$ cat src/rtl/inv_linear_if.sv
// Ready/valid block interface for inv_linear: an upstream load channel and a downstream
// result channel. The _i/_o suffixes are from the transform block's point of view.
interface inv_linear_if;
  logic         valid_i;
  logic         ready_o;
  logic [127:0] data_i;
  logic         valid_o;
  logic         ready_i;
  logic [127:0] data_o;

  modport slave (
    input  valid_i,
    input  data_i,
    input  ready_i,
    output ready_o,
    output valid_o,
    output data_o
  );

  modport master (
    output valid_i,
    output data_i,
    output ready_i,
    input  ready_o,
    input  valid_o,
    input  data_o
  );
endinterface

$ cat src/rtl/inv_linear.sv
// Iterative Kuznyechik inverse linear transform L^-1 = (R^-1)^16, UNROLL steps per clock.
// Define INV_LINEAR_FORWARD_EN to add mode_i and the forward L = R^16 path.
module inv_linear #(
  parameter int unsigned UNROLL = 1
) (
  input  logic    clk,
  input  logic    rst,
`ifdef INV_LINEAR_FORWARD_EN
  input  logic    mode_i,
`endif
  inv_linear_if.slave bus
);

  if (!(UNROLL == 1 || UNROLL == 2 || UNROLL == 4 || UNROLL == 8 || UNROLL == 16))
  begin : g_bad_unroll
    $error("inv_linear: UNROLL must be 1, 2, 4, 8 or 16");
  end

  typedef enum logic [1:0] {StIdle, StBusy, StDone} fsm_e;

  // Multiply by a constant over GF(2^8) mod x^8+x^7+x^6+x+1 as an xtime chain.
  function automatic logic [7:0] gf_mul(input logic [7:0] a, input logic [7:0] c);
    logic [7:0] p;
    logic [7:0] x;
    p = 8'h00;
    x = a;
    for (int i = 0; i < 8; i++) begin
      if (c[i]) p = p ^ x;
      x = {x[6:0], 1'b0} ^ (x[7] ? 8'hC3 : 8'h00);
    end
    return p;
  endfunction

  // Coefficient of byte b_i in l(b15..b0).
  function automatic logic [7:0] coef(input int i);
    case (i)
      0, 7, 9:  coef = 8'd1;
      1, 15:    coef = 8'd148;
      2, 14:    coef = 8'd32;
      3, 13:    coef = 8'd133;
      4, 12:    coef = 8'd16;
      5, 11:    coef = 8'd194;
      6, 10:    coef = 8'd192;
      default:  coef = 8'd251;
    endcase
  endfunction

  function automatic logic [7:0] l_fn(input logic [127:0] b);
    logic [7:0] acc;
    acc = 8'h00;
    for (int i = 0; i < 16; i++) acc = acc ^ gf_mul(b[8*i +: 8], coef(i));
    return acc;
  endfunction

  // Old a15 is only the last argument of l; the new byte enters at the bottom.
  function automatic logic [127:0] inv_step(input logic [127:0] s);
    return {s[119:0], l_fn({s[119:0], s[127:120]})};
  endfunction

`ifdef INV_LINEAR_FORWARD_EN
  function automatic logic [127:0] fwd_step(input logic [127:0] s);
    return {l_fn(s), s[127:8]};
  endfunction
`endif

  fsm_e         fsm_q, fsm_d;
  logic [4:0]   cnt_q, cnt_d;
  logic [127:0] state_q, state_d;
  logic         ready_q, ready_d;
  logic         valid_q, valid_d;
  logic [127:0] step;
`ifdef INV_LINEAR_FORWARD_EN
  logic         mode_q, mode_d;
`endif

  always_comb begin
    fsm_d   = fsm_q;
    cnt_d   = cnt_q;
    state_d = state_q;
    step    = state_q;
`ifdef INV_LINEAR_FORWARD_EN
    mode_d  = mode_q;
    for (int unsigned k = 0; k < UNROLL; k++) step = mode_q ? fwd_step(step) : inv_step(step);
`else
    for (int unsigned k = 0; k < UNROLL; k++) step = inv_step(step);
`endif
    case (fsm_q)
      StIdle: begin
        if (bus.valid_i) begin
          state_d = bus.data_i;
          cnt_d   = 5'd0;
`ifdef INV_LINEAR_FORWARD_EN
          mode_d  = mode_i;
`endif
          fsm_d   = StBusy;
        end
      end
      StBusy: begin
        state_d = step;
        cnt_d   = cnt_q + 5'(UNROLL);
        if (cnt_d == 5'd16) fsm_d = StDone;
      end
      StDone: begin
        if (bus.ready_i) fsm_d = StIdle;
      end
      default: fsm_d = StIdle;
    endcase
    ready_d = (fsm_d == StIdle);
    valid_d = (fsm_d == StDone);
  end

  always_ff @(posedge clk) begin
    if (rst) begin
      fsm_q   <= StIdle;
      cnt_q   <= 5'd0;
      state_q <= 128'h0;
      ready_q <= 1'b1;
      valid_q <= 1'b0;
`ifdef INV_LINEAR_FORWARD_EN
      mode_q  <= 1'b0;
`endif
    end else begin
      fsm_q   <= fsm_d;
      cnt_q   <= cnt_d;
      state_q <= state_d;
      ready_q <= ready_d;
      valid_q <= valid_d;
`ifdef INV_LINEAR_FORWARD_EN
      mode_q  <= mode_d;
`endif
    end
  end

  assign bus.ready_o = ready_q;
  assign bus.valid_o = valid_q;
  assign bus.data_o  = state_q;

endmodule

$ cat src/flat_wrapper.sv
// flat-port wrapper written by rule: the top's interface ports become plain ports
module inv_linear_flat 
#(
  parameter int unsigned UNROLL = 1
)
  (clk, rst, bus_valid_i, bus_data_i, bus_ready_i, bus_ready_o, bus_valid_o, bus_data_o);
  inv_linear_if bus_i ();
  input  logic clk;
  input  logic rst;
  input wire logic [$bits(bus_i.valid_i)-1:0] bus_valid_i;
  input wire logic [$bits(bus_i.data_i)-1:0] bus_data_i;
  input wire logic [$bits(bus_i.ready_i)-1:0] bus_ready_i;
  output wire logic [$bits(bus_i.ready_o)-1:0] bus_ready_o;
  output wire logic [$bits(bus_i.valid_o)-1:0] bus_valid_o;
  output wire logic [$bits(bus_i.data_o)-1:0] bus_data_o;
  assign bus_i.valid_i = bus_valid_i;
  assign bus_i.data_i = bus_data_i;
  assign bus_i.ready_i = bus_ready_i;
  assign bus_ready_o = bus_i.ready_o;
  assign bus_valid_o = bus_i.valid_o;
  assign bus_data_o = bus_i.data_o;
  inv_linear #(.UNROLL(UNROLL)) u_core (.clk(clk), .rst(rst), .bus(bus_i));
endmodule
$ cat config.mk
export PLATFORM = sky130hd
export DESIGN_NAME = inv_linear_flat
export DESIGN_NICKNAME = d
export VERILOG_FILES = /design/src/rtl/inv_linear_if.sv /design/src/rtl/inv_linear.sv /design/src/flat_wrapper.sv
export SDC_FILE = /design/constraint.sdc
export NUM_CORES = 1
export LEC_CHECK = 0
export CORE_ASPECT_RATIO = 1.4
export CORE_MARGIN = 2
export CORE_UTILIZATION = 43
export CTS_CLUSTER_DIAMETER = 80
export CTS_CLUSTER_SIZE = 25
export DETAILED_ROUTE_END_ITERATION = 16
export PLACE_DENSITY_LB_ADDON = 0.25
export SETUP_SLACK_MARGIN = 0.15
export SLEW_MARGIN = 40
export SYNTH_ARGS = -nofsm -noshare
export SYNTH_HDL_FRONTEND = slang
export SYNTH_SLANG_ARGS = --single-unit
$ cat constraint.sdc
create_clock -name clk -period 2.36 [get_ports clk]
set_input_delay 0.708 -clock clk [delete_from_list [all_inputs] [get_ports clk]]
set_output_delay 0.708 -clock clk [all_outputs]
set_load 0.01 [all_outputs]
# [Word level (Yosys, flattened, before mapping)]
# Index checks and enable logic that the tools add are counted.
[totals] memories=0 wordCells=220 out_inout_bits=130 mem_bits_rw=0 in_bits=132 reg_bits=137 latchBits=0 mem_bits_ro=0
[classes] bitwise_logic=116 n_shift=0 div=0 eq_ne=5 add_sub_neg=1 magnitude_cmp=0 muxes=89 reduce_logical=4 n_mul=0
[op_table] operator="$xor 8x8->8" n=116
[op_table] operator="$mux 8" n=81
[op_table] operator="$pmux 128 s2" n=1
[op_table] operator="$mux 128" n=1
[op_table] operator="$pmux 5 s2" n=1
[op_table] operator="$mux 2" n=3
[op_table] operator="$pmux 2 s3" n=1
[op_table] operator="$add 5x1->5 const B" n=1
[op_table] operator="$eq 5x5->1 const B" n=1
[op_table] operator="$mux 5" n=1
[op_table] operator="$eq 2x2->1 const B" n=2
[op_table] operator="$logic_not 2->1" n=2
[op_table] operator="$eq 2x1->1 const B" n=1
[op_table] operator="$ne 2x2->1 const B" n=1
[op_table] operator="$reduce_and 2->1" n=1
[op_table] operator="$reduce_bool 2->1" n=1

# [Longest topological paths before layout]
# Gate-level depths: netlist of run 1.
[logic_depth] depth_word=31 depth_mapped=8 depth_no_buf=7

# [Least setup slack after synthesis of run 1]
# OpenSTA, ideal clock, no wires.
[synth_timing] kind="register to register" start="reg u_core.state_q[60], in the netlist u_core.bus.data_o[60]" end="reg u_core.state_q[1], in the netlist u_core.bus.data_o[1]" t_arrival_ns=2.370 stages_incl_launch_ff=9 n_path_buf=1 required_time_ns=2.269 path_slack_ns=-0.101 setup_time_ns=0.091 cell_sequence="dfxtp_1 -> buf_2 -> xnor3_1 -> xor2_1 -> xnor3_4 -> xnor3_1 -> xnor3_1 -> nor2_1 -> a311oi_1"
[synth_between] elab_chain_cells=21 elab_cells_between_ends=24
[synth_rtl] element="from (decl)" line="inv_linear.sv:68" text="logic [127:0] state_q, state_d;"
[synth_rtl] element="from (signal assigned)" line="inv_linear.sv:125" text="state_q <= state_d;"
[synth_rtl] element="$xor 8x8->8 (*) (3 in series)" line="inv_linear.sv:29" text="x = {x[6:0], 1'b0} ^ (x[7] ? 8'hC3 : 8'h00);"
[synth_rtl] element="$mux 8 (*)" line="inv_linear.sv:29"
[synth_rtl] element="$xor 8x8->8 (*)" line="inv_linear.sv:29"
[synth_rtl] element="$mux 8" line="inv_linear.sv:29"
[synth_rtl] element="$xor 8x8->8" line="inv_linear.sv:29"
[synth_rtl] element="$mux 8" line="inv_linear.sv:29"
[synth_rtl] element="$xor 8x8->8" line="inv_linear.sv:29"
[synth_rtl] element="$mux 8" line="inv_linear.sv:29"
[synth_rtl] element="$xor 8x8->8" line="inv_linear.sv:29"
[synth_rtl] element="$xor 8x8->8 (*)" line="inv_linear.sv:28" text="if (c[i]) p = p ^ x;"
[synth_rtl] element="$xor 8x8->8 (*) (8 in series)" line="inv_linear.sv:51" text="for (int i = 0; i < 16; i++) acc = acc ^ gf_mul(b[8*i +: 8], coef(i));"
[synth_rtl] element="$pmux 128 s2 (*)" line="inv_linear.sv:87" text="case (fsm_q)"
# Mark *: on every way between the ends. The rest lies on a longest branch, timed or not.
# A chain may end at the register's enable or synchronous reset.

# [Final worst setup path of run 1]
# Same ends and word-level chain as after synthesis.

==> results of run 1 <==
layout make-up:
cell class,count,area [um2],area share (%)
Clock inverter,10,141,1.03
Inverter,1,3.75,0.0274
Sequential cell,137,2850,20.8
Tap cell,248,310,2.27
Timing Repair Buffer,428,4100,29.9
Multi-Input combinational cell,766,5820,42.5
Clock buffer,22,474,3.46
how the worst max path moves through the flow:
stage	start	depth (start not counted)	to	slack [ns]
floorplan	u_core.bus.data_o[57]	7	u_core.bus.data_o[1]	0.06
global placement	bus_valid_i	7	u_core.bus.data_o[111]	-0.16
detailed placement	bus_valid_i	7	u_core.bus.data_o[111]	-0.15
CTS	u_core.bus.data_o[60]	7	u_core.bus.data_o[1]	0.009
global route	u_core.bus.data_o[60]	7	u_core.bus.data_o[1]	-0.06
finish	u_core.bus.data_o[60]	7	u_core.bus.data_o[1]	0.02
cells in the final DEF, fill, tap and decap left out, types with 3 or more instances in the layout:
cell	Yosys	routed
a21oi_1	8	8
a22oi_1	3	3
a311oi_1	116	116
and3_1	3	3
buf_12	0	13
buf_4	0	150
buf_6	2	5
bufinv_16	0	3
clkbuf_16	0	17
clkbuf_8	6	3
clkdlybuf4s50_1	0	205
dfxtp_1	137	72
dfxtp_2	0	54
dfxtp_4	0	11
dlygate4sd2_1	0	23
dlymetal6s2s_1	0	32
nand2_1	241	241
nand3_1	3	3
nor2_1	146	146
nor2b_1	8	7
nor3_1	7	7
xnor2_1	136	101
xnor2_2	1	29
xnor2_4	0	7
xnor3_1	35	29
xnor3_2	3	9
xnor3_4	5	5
xor2_1	28	17
xor2_2	0	9
metrics by stage:
| step | std cells | worst slack (ns) |
|---|---|---|
| after floorplan | 984 | 0.0612 |
| after global placement | 1571 | -0.156 |
| after detailed placement | 1571 | -0.148 |
| after CTS | 1607 | 0.00854 |
| after global routing | 1612 | -0.0622 |
| final | 1612 | 0.0234 |
cell families after synthesis:
kind of cell	after synthesis
AND/OR/NAND/NOR	414
XOR/XNOR	212
AO/OA/AOI/OAI	139
flip-flops	137
buffers and inverters	81
adder cells (fa/ha/maj)	1
worst max-delay path: cells and delay by family (launching register included):
kind	cells	cell delay, ns
compound gates	1	0.17
simple gates	1	0.04
xor+xnor	5	1.69
flops	1	0.34
layer usage:
metal	vias to the layer above	part of all wire, %	GRT usage, %
met1	4215	38	38.6
li1	4087	-	-
met3	88	6.8	4.96
met2	436	51	56.3
met5	-	0	0
met4	0	4.5	15.3
registers in the layout, indices dropped and copies added, names as in the netlist:
signal and count:
u_core.bus.data_o 128, u_core.bus.ready_o 1, u_core.bus.valid_o 1, u_core.cnt_q 5, u_core.fsm_q 2
power by group through the flow:
stage	clock network, mW	logic (mW)	registers [mW]
after global placement	0	7.29	2.87
after floorplan	0	4.96	2.98
final	2.84	8.40	2.88
after global routing	2.95	8.83	2.90
after detailed placement	0	7.36	2.88
after CTS	2.85	7.95	2.86
Yosys cell counts, drive strengths merged:
master  instances  area share (%)
a211oi          3            0.27
a21o            2            0.18
a21oi           8            0.47
a222oi          2            0.24
a22oi           3            0.27
a311oi        116              12
a31oi           1           0.074
and3            3            0.22
buf            10            0.69
clkbuf         70             3.8
dfxtp         137              32
ha              1            0.15
inv             1           0.044
nand2         241              11
nand2b          2            0.15
nand3           3            0.18
nand3b          1           0.089
nor2          146             6.5
nor2b           8            0.59
nor3            7            0.41
nor3b           3            0.27
o21a            2            0.18
o21ai           2            0.12
xnor2         137              14
xnor3          43              12
xor2           28             2.9
xor3            4             1.1
timing repair:
action	4_1_cts	5_1_grt
pin swaps	18	12
endpoints found under the setup margin	62	52
buffers inserted	4	5
gates resized for setup	113	68
==> run metrics, run 1 <==
Final HPWL DP=25.7 mm; Switching Fraction=34.4%; CP Data Required Time=2.70 ns; area post-placement=12400 um2; Max Buffers Root-to-Sink=2; largest net degree at the start of global routing=66; critical path class=flip-flop to flip-flop; Flop pwr share=20.4%; max incr delay on CP=0.51 ns; IO Port Bufs=261; WHS Endpoint=u_core.cnt_q[0]; crit start category=flip-flop; Syn-to-layout area delta=61.9%; Hold Path Class=flip-flop to flip-flop; Die Y=170 um; drt via density=5.48; area fraction in compound gates after synthesis=13.8%; Ys Warns=0; 1st-iter DRT viols=802; leakage=6.22 nW; Setup TNS=0 ns; main combinational cell family by area after synthesis=XOR/XNOR gates; vias in the first global route=8645; layout cell share with drive strength beyond 1=24.3%; syn_area_per_cell=8.60 um2; Die ar.=20800 um2; Slew headroom=44.3%; synthesized instance count=984; P per Cell Area=1030 nW/um2; Cell Area, Synth=8460 um2; Total Routing Usage GR=32.4%; reg2reg setup slack=0.02 ns; # rows=60; Critical Path AT=2.67 ns; diode count=0; drt drc=0; antenna viol nets, final=0; via count=8826; f_max=428 MHz; Wirelength per Cell=21.0 um; Synth Area in XOR/XNOR=30.0%; crit share post-route=99.0%; slowest CP cell=xnor3_4; Worst VDD drop=0.961 mV; reg2reg end=u_core.bus.data_o[1]; first-pass GRT wire length=50.3 mm; Clock Skew=0.00999 ns; sequential share of the synthesized area=32.4%; RSZ-0062 raised after global routing=yes; Post-CTS Hold Fix Bufs=0; Root Driver=clkbuf_16; Least-Margin Pin Slew=0.833 ns; cells along the critical path=xnor3_2, xnor2_2, xnor3_4, xnor3_1, xnor3_1, nor2_1, a311oi_1; Final setup viols=0; Reg2Reg Depth=7; reg2reg start=u_core.bus.data_o[60]; Pint=9.26 mW; Starting Density=43.9%; mux cell area share after synthesis=0%; Final GP Congestion=0.945; Hold Fails Final Rpt=0; crit path max fanout=3; Synth Area in Adders=0.148%; Hold Crit Start=u_core.cnt_q[0]; Comb pwr share=59.5%; sw power=4.86 mW; DR pass1 iterations=8; Max Cap Viol=0; Reg clk slew, reported paths=0.06 ns; Synth cell types=34; Final Core Density=71.0%; Fillers=1421; design area=13700 um2; syn_nets=1117; CTS tree=built; Clk network pwr share=20.1%; Die Wd=123 um; max-slew violation count=0; Power, Total=14.1 mW; Sink Count=137; WL final=33.8 mm; Worst-Skew Late Latency=0.43 ns; CTS Buf Count=17; CP endpoint kind=flip-flop; min Tclk post-route=2.34 ns; Top cell by count, worst path=xnor3_1; Yosys reg bits=137; nets=1484; initial antenna violation count=0; outcome=complete, no violations; hold path depth=1; Hold Slack=0.516 ns; post-synthesis simple-gate area fraction=19.1%; Core ar.=19300 um2; grt ovf=0; I/O Pins=262; H-tree depth=4
Note: power is estimated with default switching activity, not from simulation.
==> run 2, diff against run 1 <==
--- a/config.mk
+++ b/config.mk
@@ -5,9 +5,11 @@
 export SDC_FILE = /design/constraint.sdc
 export NUM_CORES = 1
 export LEC_CHECK = 0
+export CELL_PAD_IN_SITES_DETAIL_PLACEMENT = 0
+export CELL_PAD_IN_SITES_GLOBAL_PLACEMENT = 1
 export CORE_ASPECT_RATIO = 1.4
-export CORE_MARGIN = 2
-export CORE_UTILIZATION = 43
+export CORE_MARGIN = 5
+export CORE_UTILIZATION = 31
 export CTS_CLUSTER_DIAMETER = 80
 export CTS_CLUSTER_SIZE = 25
 export DETAILED_ROUTE_END_ITERATION = 16
==> run 2 against run 1 <==
The run now ends with setup timing left. Cell area is 1.2% higher. Maximum frequency fell by 2.0%. Wire length up 10%. Die area increased by 48%. Critical path type unchanged. Critical endpoint unchanged.
==> run metrics, run 2 (synthesis gave the netlist of run 1 again) <==
Hold Crit Start=u_core.cnt_q[0] (unchanged); initial antenna violation count=0 (unchanged); Wirelength per Cell=21.5 um (was 21.0 um); Placed Cells=1698 (was 1571); Core ar.=26900 um2 (was 19300 um2); Hold Path Class=flip-flop to flip-flop (unchanged); RSZ-0062 raised after global routing=yes (unchanged); # rows=71 (was 60); max-slew violation count=0 (unchanged); hold path depth=1 (unchanged); max reg flops=128 (unchanged); WHS Endpoint=u_core.cnt_q[0] (unchanged); Syn-to-layout area delta=63.8% (was 61.9%); drt via density=4.93 (was 5.48); first-pass GRT wire length=54.2 mm (was 50.3 mm); Final setup viols=1 (was 0); Worst VDD drop=0.786 mV (was 0.961 mV); Critical Path AT=2.72 ns (was 2.67 ns); CP endpoint kind=flip-flop (unchanged); most frequent cells in the layout=nand2_1 (241), clkdlybuf4s50_1 (186), buf_4 (155) (was nand2_1 (241), clkdlybuf4s50_1 (205), buf_4 (150)); IO Port Bufs=261 (unchanged); setup ws final=-0.0235 ns (was 0.0234 ns); Starting Density=31.4% (was 43.9%); Max Buffers Root-to-Sink=2 (unchanged); Sink Count=137 (unchanged); Reg clk slew, reported paths=0.06 ns (about the same); outcome=finished, violations left (was complete, no violations); Max Cap Viol=0 (unchanged); crit start category=flip-flop (unchanged); I/O Pins=262 (unchanged); Least-Margin Pin Slew=0.659 ns (was 0.833 ns); reg2reg end=u_core.bus.data_o[1] (unchanged); Die Wd=150 um (was 123 um); Worst Setup SP=u_core.bus.data_o[39] (was u_core.bus.data_o[60]); H-tree depth=4 (unchanged); reg2reg start=u_core.bus.data_o[39] (was u_core.bus.data_o[60]); CTS tree=built (unchanged); grt ovf=0 (unchanged); Final GP Congestion=0.928 (was 0.945); CTS Buf Count=17 (unchanged); vias in the first global route=8703 (was 8645); Hold Fails Final Rpt=0 (unchanged); nets=1490 (was 1484); Slew headroom=55.8% (was 44.3%); Power, Total=14.3 mW (was 14.1 mW); Worst-Skew Late Latency=0.43 ns (about the same); Die Y=205 um (was 170 um); min Tclk post-route=2.38 ns (was 2.34 ns); layout cell share with drive strength beyond 1=25.4% (was 24.3%); P per Cell Area=1030 nW/um2 (about the same); reg2reg setup slack=-0.02 ns (was 0.02 ns); f_max=420 MHz (was 428 MHz); crit share post-route=101% (was 99.0%); failing checks=setup timing; critical path class=flip-flop to flip-flop (unchanged); leakage=6.21 nW (was 6.22 nW); Clock Skew=0.00807 ns (was 0.00999 ns); Reg2Reg Depth=7 (unchanged); Final HPWL DP=29.3 mm (was 25.7 mm); Die ar.=30700 um2 (was 20800 um2); DR pass1 iterations=5 (was 8); largest net degree at the start of global routing=70 (was 66); via count=8548 (was 8826); Root Driver=clkbuf_16 (unchanged); CP Data Required Time=2.69 ns (was 2.70 ns); most common cell after layout, fill and taps aside=nand2_1 (unchanged); antenna viol nets, final=0 (unchanged); drt drc=0 (unchanged); crit path max fanout=4 (was 3); Total Routing Usage GR=23.8% (was 32.4%); 1st-iter DRT viols=692 (was 802); WL final=37.3 mm (was 33.8 mm); fin cells=1735 (was 1612)
## run 2: worst max path at each step
stage,to,slack [ns],cells past startpoint
2_1_floorplan,u_core.bus.data_o[1],0.06,7
3_3_place_gp,u_core.bus.data_o[111],-0.36,6
3_5_place_dp,u_core.bus.data_o[111],-0.31,6
4_1_cts,u_core.bus.data_o[1],-0.002,7
5_1_grt,u_core.bus.data_o[1],-0.13,7
6_report,u_core.bus.data_o[1],-0.02,7
## run 2: worst max-delay path, cell delays in order, from the launching register on
cell,delay (ns)
dfxtp_4,0.37
xnor2_2,0.15
xnor3_2,0.47
xnor3_2,0.43
xnor3_1,0.40
xnor3_1,0.20
nor2_1,0.04
a311oi_1,0.22
## run 2: per-layer routing
layer	vias up	track usage (%)	wire, um
met5	-	0	0
met4	0	10.1	1360
met3	68	4.16	2190
met2	320	41.1	18800
met1	4057	28.9	14900
li1	4103	-	-
## run 2: layout make-up
| class | count | area, um2 |
|---|---|---|
| diodes | 1 | 2.50 |
| well taps | 365 | 457 |
| inverters | 1 | 3.75 |
| clock buffers | 19 | 454 |
| fillers | 2569 | 13100 |
| clock inverters | 12 | 220 |
| repair buffers | 434 | 4080 |
| multi-input cells | 766 | 5760 |
| flip-flops and latches | 137 | 2880 |
## run 2: what timing repair did
action,in CTS,in global routing
buffers inserted,1,4
setup endpoints to repair,91,35
resized for setup,143,69
cloned,0,0
hold buffers,0,0
pin swaps,8,19
## run 2: power by group
part	switching [mW]	internal (mW)
logic	3.42	4.83
registers	0.306	2.58
clock network	1.10	2.04
total	4.83	9.45
## run 2: through the flow
| stage | util (%) | setup TNS (ns) | instance area (um2) | hold slack, ns | setup WS [ns] |
|---|---|---|---|---|---|
| 4_1_cts | 50.3 | -0.00247 | 13500 | 0.510 | -0.00247 |
| 5_1_grt | 51.5 | -0.169 | 13900 | 0.541 | -0.133 |
| 6_report | 51.5 | -0.0235 | 13900 | 0.515 | -0.0235 |
| 3_3_place_gp | 47.1 | -1.29 | 12700 | 0.493 | -0.361 |
| 2_1_floorplan | - | 0 | 8570 | 0.467 | 0.0612 |
| 3_5_place_dp | 47.1 | -1.00 | 12700 | 0.502 | -0.313 |
